File: src/rtl/qkv_seq_ctrl.sv
// qkv_seq_ctrl: sequences weight/input loading, the QKV projection run and the streamed readout of results.
// Optional RUN watchdog enabled by defining QKV_SEQ_CTRL_TIMEOUT_EN.
module qkv_seq_ctrl #(
    parameter int W_DEPTH        = 1024,
    parameter int IN_DEPTH       = 32,
    parameter int OUT_DEPTH      = 128,
    parameter int TIMEOUT_CYCLES = 65535
) (
    input  logic         clk,
    input  logic         rst,
    input  logic         start,
    input  logic         ld_valid,
    output logic         ld_ready,
    output logic         init,
    output logic         init_w_wen,
    output logic         init_input_wen,
    output logic [9:0]   init_w_addr,
    output logic [4:0]   init_input_addr,
    output logic         en,
    input  logic         finished_q,
    input  logic         finished_k,
    input  logic         finished_v,
    output logic         fin,
    output logic         fin_output_wen,
    output logic [6:0]   fin_output_addr,
    input  logic [127:0] OUTPUT_MEM_DOUT_q,
    input  logic [127:0] OUTPUT_MEM_DOUT_k,
    input  logic [127:0] OUTPUT_MEM_DOUT_v,
    output logic         out_valid,
    input  logic         out_ready,
    output logic [383:0] out_data,
    output logic         out_last,
    output logic         busy,
    output logic         done,
    output logic         err
);
    typedef enum logic [2:0] {IDLE, LOAD_W, LOAD_IN, RUN, DRAIN, DONE, ERR} state_t;
    localparam logic [9:0] W_LAST   = 10'(W_DEPTH - 1);
    localparam logic [4:0] IN_LAST  = 5'(IN_DEPTH - 1);
    localparam logic [6:0] OUT_LAST = 7'(OUT_DEPTH - 1);
    state_t state, state_n;
    logic [9:0] w_addr;
    logic [4:0] in_addr;
    logic [6:0] rd_addr;
    logic [2:0] flags, flags_n;
    logic rd_live, all_cap, cap, timeout;
    assign flags_n = flags | {finished_v, finished_k, finished_q};
    // The memory re-reads the presented address every cycle, so an uncaptured word is simply read again.
    assign cap = state == DRAIN && rd_live && !all_cap && (!out_valid || out_ready);
    assign fin_output_wen = 1'b1;
    assign init_w_addr = w_addr;
    assign init_input_addr = in_addr;
`ifdef QKV_SEQ_CTRL_TIMEOUT_EN
    logic [31:0] run_cnt;
    always_ff @(posedge clk)
        run_cnt <= (rst || state != RUN) ? 32'd0 : run_cnt + 32'd1;
    assign timeout = run_cnt == 32'(TIMEOUT_CYCLES - 1);
    assign err = state == ERR;
`else
    assign timeout = 1'b0;
    assign err = 1'b0;
`endif
    always_ff @(posedge clk)
        state <= rst ? IDLE : state_n;
    always_comb begin
        state_n = state;
        init = 1'b0;
        ld_ready = 1'b0;
        init_w_wen = 1'b1;
        init_input_wen = 1'b1;
        en = 1'b0;
        fin = 1'b0;
        fin_output_addr = 7'd0;
        done = 1'b0;
        busy = state != IDLE && state != ERR;
        case (state)
            IDLE: state_n = start ? LOAD_W : IDLE;
            LOAD_W: begin
                init = 1'b1;
                ld_ready = 1'b1;
                init_w_wen = !ld_valid;
                state_n = (ld_valid && w_addr == W_LAST) ? LOAD_IN : LOAD_W;
            end
            LOAD_IN: begin
                init = 1'b1;
                ld_ready = 1'b1;
                init_input_wen = !ld_valid;
                state_n = (ld_valid && in_addr == IN_LAST) ? RUN : LOAD_IN;
            end
            RUN: begin
                en = 1'b1;
                state_n = &flags_n ? DRAIN : timeout ? ERR : RUN;
            end
            DRAIN: begin
                fin = 1'b1;
                fin_output_addr = (cap && rd_addr != OUT_LAST) ? rd_addr + 7'd1 : rd_addr;
                state_n = (out_valid && out_ready && out_last) ? DONE : DRAIN;
            end
            DONE: begin
                done = 1'b1;
                state_n = IDLE;
            end
            default: state_n = state;
        endcase
    end
    always_ff @(posedge clk) begin
        if (rst || (state == IDLE && start)) begin
            w_addr <= '0;
            in_addr <= '0;
            rd_addr <= '0;
            flags <= '0;
            rd_live <= 1'b0;
            all_cap <= 1'b0;
            out_valid <= 1'b0;
            out_last <= 1'b0;
            out_data <= '0;
        end else begin
            if (state == LOAD_W && ld_valid && w_addr != W_LAST)
                w_addr <= w_addr + 10'd1;
            if (state == LOAD_IN && ld_valid && in_addr != IN_LAST)
                in_addr <= in_addr + 5'd1;
            flags <= state == RUN ? flags_n : 3'b0;
            rd_live <= state == DRAIN;
            if (cap) begin
                out_data <= {OUTPUT_MEM_DOUT_v, OUTPUT_MEM_DOUT_k, OUTPUT_MEM_DOUT_q};
                out_last <= rd_addr == OUT_LAST;
                all_cap <= rd_addr == OUT_LAST;
                rd_addr <= fin_output_addr;
            end
            out_valid <= cap || (out_valid && !out_ready);
        end
    end
endmodule

File: config.mk
export PLATFORM = sky130hd
export DESIGN_NAME = qkv_seq_ctrl
export DESIGN_NICKNAME = d
export VERILOG_FILES = /design/src/rtl/qkv_seq_ctrl.sv
export SDC_FILE = /design/constraint.sdc
export NUM_CORES = 1
export LEC_CHECK = 0
export ABC_CLOCK_PERIOD_IN_PS = 2840
export CAP_MARGIN = 40
export CORE_AREA = 2 2 313 315
export DETAILED_ROUTE_END_ITERATION = 12
export DIE_AREA = 0 0 315 317
export PLACE_DENSITY = 0.48
export SYNTH_ARGS = -nofsm -noshare
export SYNTH_HDL_FRONTEND = slang
export SYNTH_SLANG_ARGS = --single-unit
File: constraint.sdc
create_clock -name clk -period 2.84 [get_ports clk]
set_input_delay 0.568 -clock clk [delete_from_list [all_inputs] [get_ports clk]]
set_output_delay 0.568 -clock clk [all_outputs]
set_load 0.01 [all_outputs]
==> metrics.txt, run 1 <==
status=finished, violations left; failing checks=negative setup slack; Total Routed Length=between 60000 and 70000 um; final max-slew violation count=0; Initial DRC Count=768; WHS=0.450 ns; clock slew at reported path FFs=0.06 ns; Storage cell area=approximately 0.0083 mm2; M1 GR Usage=0.148; antenna violations before repair=11; most instantiated library cell after synthesis=nand2_1; Pwr Total=0.0133 W; Nets=roughly 3000; RSZ-0062 raised after global routing=true; GRT Residual Overflow=0; mux contribution to synthesized area=0.000669; drt via density=around 3.8; via count=between 15000 and 20000; Multi-input gate area=a little under 0.006 mm2; Post-synth EDFFs=0; Compound-Gate Fraction of Synth Area=0.152; GRT met2 Usage=0.203; post-synthesis sequential area ratio=0.555; WP buf/inv=1; pwr/cell area=~500 mW/mm2; Post-DRT Antenna Nets=0; CP Launch Point=rd_addr[0]$_SDFFE_PP0P_; clock buffer count from CTS=53; Setup Skew=around 0.028 ns; row cnt=114; Synth async-reset ratio=0; Syn Inst Count=1860; number of synthesized register bits=~420; Final Setup Violations=2; grt met3 use=0.0473; Synth cell types=between 50 and 60; H-tree Lvls=2; minimum clock period=just under 3 ns; Synth Net Count=between 2000 and 2500; CTS Buffer Depth=3; number of global-route vias before repair=between 10000 and 15000; placer congestion estimate=about 0.76; Worst Hold Class=flop to flop; critical path cell sequence=ha_4 > and3_4 > and4_4 > or4_4 > a21oi_4 > buf_6; Post-synth top flop=dfxtp_1; yosys synthesis warning count=0; PortBufs=807; crit path capture type=output pin; Critical R2R Launch=state[0]$_SDFFE_PP0P_; Max FO, Critical Path=4; Rel. slew slack=0.407; DIE AREA=approximately 0.1 mm2; Worst Max-Slew Pin Slew=just under 0.9 ns; gr usage total=0.124; Starting Density=0.155; Critical Path AT=about 2.3 ns; Max Cap Violations=0; top cell type's share of synthesized area=0.555; WL/cell=between 15 and 20 um; peak supply drop=about 0.37 mV; clk root buf=clkbuf_16; Crit path max-delay family=simple AND/OR/NAND/NOR gates; DRC errors left=0; slowest stage cell on the critical path=or4_4; placed cells=between 3000 and 4000; die width=between 300 and 400 um; WP data required=~2.3 ns; Post-Synth Simple-Gate Area=0.225; cell taking the most area after synthesis=dfxtp_1; dpl hpwl=just under 50000 um; xor-xnor portion of the synthesized cell area=0.00410; Hold Startpoint=out_data[377]$_SDFFE_PP0P_; I/O pins=810; synthesized area per cell=8.05 um2; CP startpoint kind=flop; Num Clock Sinks=roughly 420; largest family of logic cells by synthesized area=simple AND/OR/NAND/NOR gates; cell area after synthesis=0.0150 mm2; Worst Setup Path Type=flop to output pin; global route hottest layer=met2; first-pass GRT wire length=about 94000 um; Max Clk Rate=between 0.3 and 0.4 GHz; CTS tree=yes; Non-Filler Instances=3963; final period utilization=1.02; Filler Cells Inserted=roughly 11000; DRT Pass-1 Iters=7; layout cells sized above 1=0.0719; worst setup margin=-0.0553 ns; Leak=between 8 and 9 nW; core area=between 0.09 and 0.1 mm2; Max stage delay on crit path=0.50 ns; Hold Violations, Final=0; Worst-Skew Late Latency=just over 0.6 ns; Area growth syn-to-layout=75.5%; Die Ht=roughly 320 um; post-synthesis adder-cell area fraction=0.00418; most instantiated cells after synthesis=nand2_1 (779), dfxtp_1 (415), a21oi_1 (396); largest net degree at the start of global routing=160; largest cells by area after synthesis=dfxtp_1 (56%), nand2_1 (20%), a21oi_1 (13%)
-- what timing repair did --
| action | 4_1_cts | 5_1_grt |
|---|---|---|
| endpoints found under the setup margin | 9 | 5 |
| cloned | 1 | 0 |
| buffers inserted | 7 | 3 |
| hold buffers | 0 | 0 |
| pin swaps | 12 | 9 |
| resized for setup | 56 | 6 |
-- state kept, by name (all words and copies together), names as in the netlist --
register and flops:
out_valid 1, state 3, init_w_addr 10, rd_live 1
flags 3, rd_addr 7, out_data 384, all_cap 1
init_input_addr 5
-- worst register-to-register path, cell delays in order, from the launching register on --
cell      delay [ns]
dfxtp_2         0.34
nor2_4          0.05
nand2_4         0.06
clkinv_4        0.05
nand3_4         0.10
buf_4           0.12
buf_4           0.09
buf_4           0.19
buf_12          0.48
nand2_1         0.37
a21oi_1         0.20
-- kinds of logic after synthesis --
group / Yosys count
and+or+nand+nor: 852
adders and majority gates: 5
xor gates and xnor gates: 7
DFF: 415
AOI/OAI and AO/OA: 436
muxes: 1
buffers and inverters: 142
other: 2
-- layout make-up --
type | count | area share
antenna | 2 | 0.000191
clock buffer | 76 | 0.0592
clock inverter | 16 | 0.00572
inverter | 4 | 0.000762
multi-input combinational | 1304 | 0.225
sequential | 415 | 0.316
tap | 1276 | 0.0608
timing repair buffer | 870 | 0.332
-- path summary, 6_finish.rpt --
check | cells after the start | to | slack (ns)
hold reg to reg | 2 | out_data[377]$_SDFFE_PP0P_ | 0.45
hold / removal | 2 | out_data[377]$_SDFFE_PP0P_ | 0.45
setup / recovery | 6 | fin_output_addr[3] | -0.06
setup reg to reg | 10 | out_data[195]$_SDFFE_PP0P_ | 0.71
-- through the flow --
stage / util / worst slack (ns) / area (um2) / TNS [ns]
2_1_floorplan: - / 0.528 / 15000 / 0
3_3_place_gp: 0.253 / -0.991 / 24400 / -3.16
3_5_place_dp: 0.253 / -0.980 / 24400 / -3.03
4_1_cts: 0.272 / -0.231 / 26200 / -0.521
5_1_grt: 0.273 / -0.167 / 26300 / -0.447
6_report: 0.273 / -0.0553 / 26300 / -0.0750
-- layout by cell type (no fill, tap or decap), types with 3 or more instances in the layout --
master / Yosys / layout
clkdlybuf4s50_1: 0 / 800
nand2_1: 779 / 779
dfxtp_1: 415 / 411
a21oi_1: 396 / 391
clkbuf_16: 0 / 54
buf_4: 5 / 47
nor2_1: 24 / 23
clkbuf_8: 0 / 12
buf_12: 0 / 12
a21oi_2: 9 / 11
o21ai_0: 12 / 10
clkinv_2: 0 / 10
clkbuf_1: 67 / 10
buf_6: 36 / 8
nand3_1: 6 / 6
or3_1: 7 / 6
xnor2_1: 5 / 5
ha_1: 5 / 4
dfxtp_2: 0 / 4
nor3_1: 3 / 3
nor3b_1: 3 / 3
nand3b_1: 3 / 3
a21oi_4: 0 / 3
inv_1: 3 / 3
o31ai_2: 0 / 3
-- routing by layer --
layer	part of all wire	vias up
met2	0.47	518
li1	-	7625
met5	0.0017	-
met1	0.42	6928
met3	0.092	98
met4	0.026	18
-- where the power goes --
part / internal, W / switching, W / leakage [nW]
Clock: 0.00395 / 0.00267 / 0.843
Combinational: 0.000535 / 0.000265 / 4.17
Sequential: 0.00583 / 0.00000205 / 3.34
No activity file was read; power rests on OpenSTA's default activity.
==> run 2: changes to the inputs <==
--- a/config.mk
+++ b/config.mk
@@ -14,3 +14,4 @@
 export SYNTH_ARGS = -nofsm -noshare
 export SYNTH_HDL_FRONTEND = slang
 export SYNTH_SLANG_ARGS = --single-unit
+export TNS_END_PERCENT = 5
==> metrics.txt, run 2 (same netlist as run 1, synthesis figures left out) <==
failing checks=negative setup slack; pwr/cell area=506 mW/mm2 (+0.40%); Multi-input gate area=0.00590 mm2 (-0.36%); DIE AREA=0.0999 mm2 (unchanged); most common cell after layout, fill and taps aside=clkdlybuf4s50_1; finished layout cell area=0.0262 mm2 (-0.40%); Storage cell area=0.00831 mm2 (about the same); highest-count cells in the layout ignoring fill and taps=clkdlybuf4s50_1 (800), nand2_1 (779), dfxtp_1 (412); CP Launch Point=out_ready; Worst Max-Slew Pin Slew=0.880 ns (-0.00980 ns); Gate power share=0.060 (about the same); Final Setup Violations=3 (+1); Rel. slew slack=0.413 (+0.00653); minimum clock period=2.94 ns (+0.0496 ns); Post-DP Area=0.0244 mm2 (unchanged); via count=15158 (-0.19%); die width=315 um (unchanged); Starting Density=0.155 (unchanged); switch share=0.222 (about the same); Pwr Total=0.0133 W (unchanged); Post-DRT Antenna Nets=0 (unchanged); gr usage total=0.124 (-0.000404); postcts setup bufs=0 (-7); Die Ht=317 um (unchanged); Max FO, Critical Path=8 (+4); peak supply drop=0.367 mV (+0.20%); Crit Reg-Reg Endpoint=out_data[195]$_SDFFE_PP0P_; WP data required=2.27 ns (about the same); Nets=3036 (-0.30%); Setup Skew=0.0277 ns (-0.000135 ns); WL/cell=16.8 um (-0.11%); clock share of power=0.500 (about the same); Hold Violations, Final=0 (unchanged); Worst Hold Class=flop to flop; I/O pins=810 (unchanged); Num Clock Sinks=415 (unchanged); Hold Startpoint=out_data[286]$_SDFFE_PP0P_; RSZ-0062 raised after global routing=true; Max Cap Violations=0 (unchanged); register with the most flip-flops=out_data; setup TNS=-0.221 ns (-0.146 ns); Worst-Skew Late Latency=0.62 ns (about the same); CTS tree=yes; number of global-route vias before repair=14581 (-0.55%); drt via density=3.83 (about the same); Final Core Density=0.272 (-0.00108); final max-slew violation count=0 (unchanged); clk root buf=clkbuf_16; H-tree Lvls=2 (unchanged); crit path capture type=output pin; clock slew at reported path FFs=0.05 ns (about the same); layout cells sized above 1=0.0669 (-0.00499); Total Routed Length=66300 um (-0.34%); PortBufs=807 (unchanged); Filler Cells Inserted=10546 (-0.038%); Power Internal=0.0103 W (about the same); Reg power frac=0.440 (about the same); status=finished, violations left; DRT Pass-1 Iters=4 (-3); Worst R2R Path Depth=8 (-2); Largest register FFs=384 (unchanged); GRT Residual Overflow=0 (unchanged); antenna violations before repair=11 (unchanged); Area growth syn-to-layout=74.8%; core area=0.0963 mm2 (unchanged); WHS Path Cells=2 (unchanged); hold endpoint=out_data[286]$_SDFFE_PP0P_; worst setup margin=-0.105 ns (-0.0496 ns); dpl hpwl=48300 um (unchanged); row cnt=114 (unchanged); CP startpoint kind=input port; clock buffer count from CTS=53 (unchanged); Hold Buf Count CTS=0 (unchanged); Initial DRC Count=766 (-0.26%); DRC errors left=0 (unchanged); first-pass GRT wire length=94100 um (-0.32%); Critical Path AT=2.38 ns (+0.05 ns); CTS Buffer Depth=3 (unchanged); Psw=0.00294 W (about the same); Leak=8.32 nW (-0.47%); largest net degree at the start of global routing=160 (unchanged); placer congestion estimate=0.763 (unchanged); Worst Setup Path Type=input port to output pin; Critical R2R Launch=state[1]$_SDFFE_PP0P_; flop2flop setup slack=0.79 ns (+0.08 ns); final period utilization=1.04 (+0.0175); Max Clk Rate=0.340 GHz (-1.7%)
## run 2: critical path, cell delays in order
cell	delay, ns
clkdlybuf4s50_1	0.47
nand2b_1	0.18
nand3_4	0.15
or4_4	0.56
a21oi_4	0.29
buf_6	0.15
## run 2: layout make-up
type,instances,area share
Antenna cell,2,0.000191
Clock buffer,76,0.0594
Clock inverter,16,0.00574
Inverter,4,0.000765
Multi-Input combinational cell,1304,0.225
Sequential cell,415,0.318
Tap cell,1276,0.0610
Timing Repair Buffer,861,0.330
## run 2: worst max-delay path by stage
stage | endpoint | slack [ns] | cells past startpoint
after global routing | fin_output_addr[3] | -0.22 | 7
after detailed placement | fin_output_addr[3] | -0.98 | 7
after CTS | fin_output_addr[3] | -0.24 | 6
final | fin_output_addr[3] | -0.10 | 6
after global placement | fin_output_addr[3] | -0.99 | 7
after floorplan | fin_output_addr[2] | 0.53 | 6
## run 2: through the flow
stage / cells / hold WS, ns / worst slack, ns
4_1_cts: 3952 / 0.400 / -0.236
6_report: 3954 / 0.450 / -0.105
3_5_place_dp: 3860 / 0.446 / -0.980
5_1_grt: 3953 / 0.436 / -0.219
3_3_place_gp: 3860 / 0.441 / -0.991
2_1_floorplan: 1860 / 0.435 / 0.528
## run 2: layer usage
| metal | routed length, um | up-vias | share of wire | track usage |
|---|---|---|---|---|
| li1 | - | 7607 | - | - |
| met1 | 27600 | 6909 | 0.42 | 0.148 |
| met2 | 30700 | 526 | 0.46 | 0.202 |
| met4 | 1680 | 18 | 0.025 | 0.0411 |
| met5 | 111 | - | 0.0017 | 0 |
| met3 | 6190 | 98 | 0.093 | 0.0474 |
## run 2: power by group through the flow
stage	Combinational (W)	Clock [W]	Sequential (W)
after global routing	0.000850	0.00716	0.00582
final	0.000797	0.00663	0.00583
after global placement	0.000806	0	0.00595
after CTS	0.000811	0.00694	0.00583
after detailed placement	0.000805	0	0.00595
after floorplan	0.000139	0	0.00595
## run 2: timing repair
item / CTS / global route
setup endpoints to repair: 9 / 9
gates cloned: 1 / 0
pin swaps: 8 / 5
gates resized for setup: 42 / 6
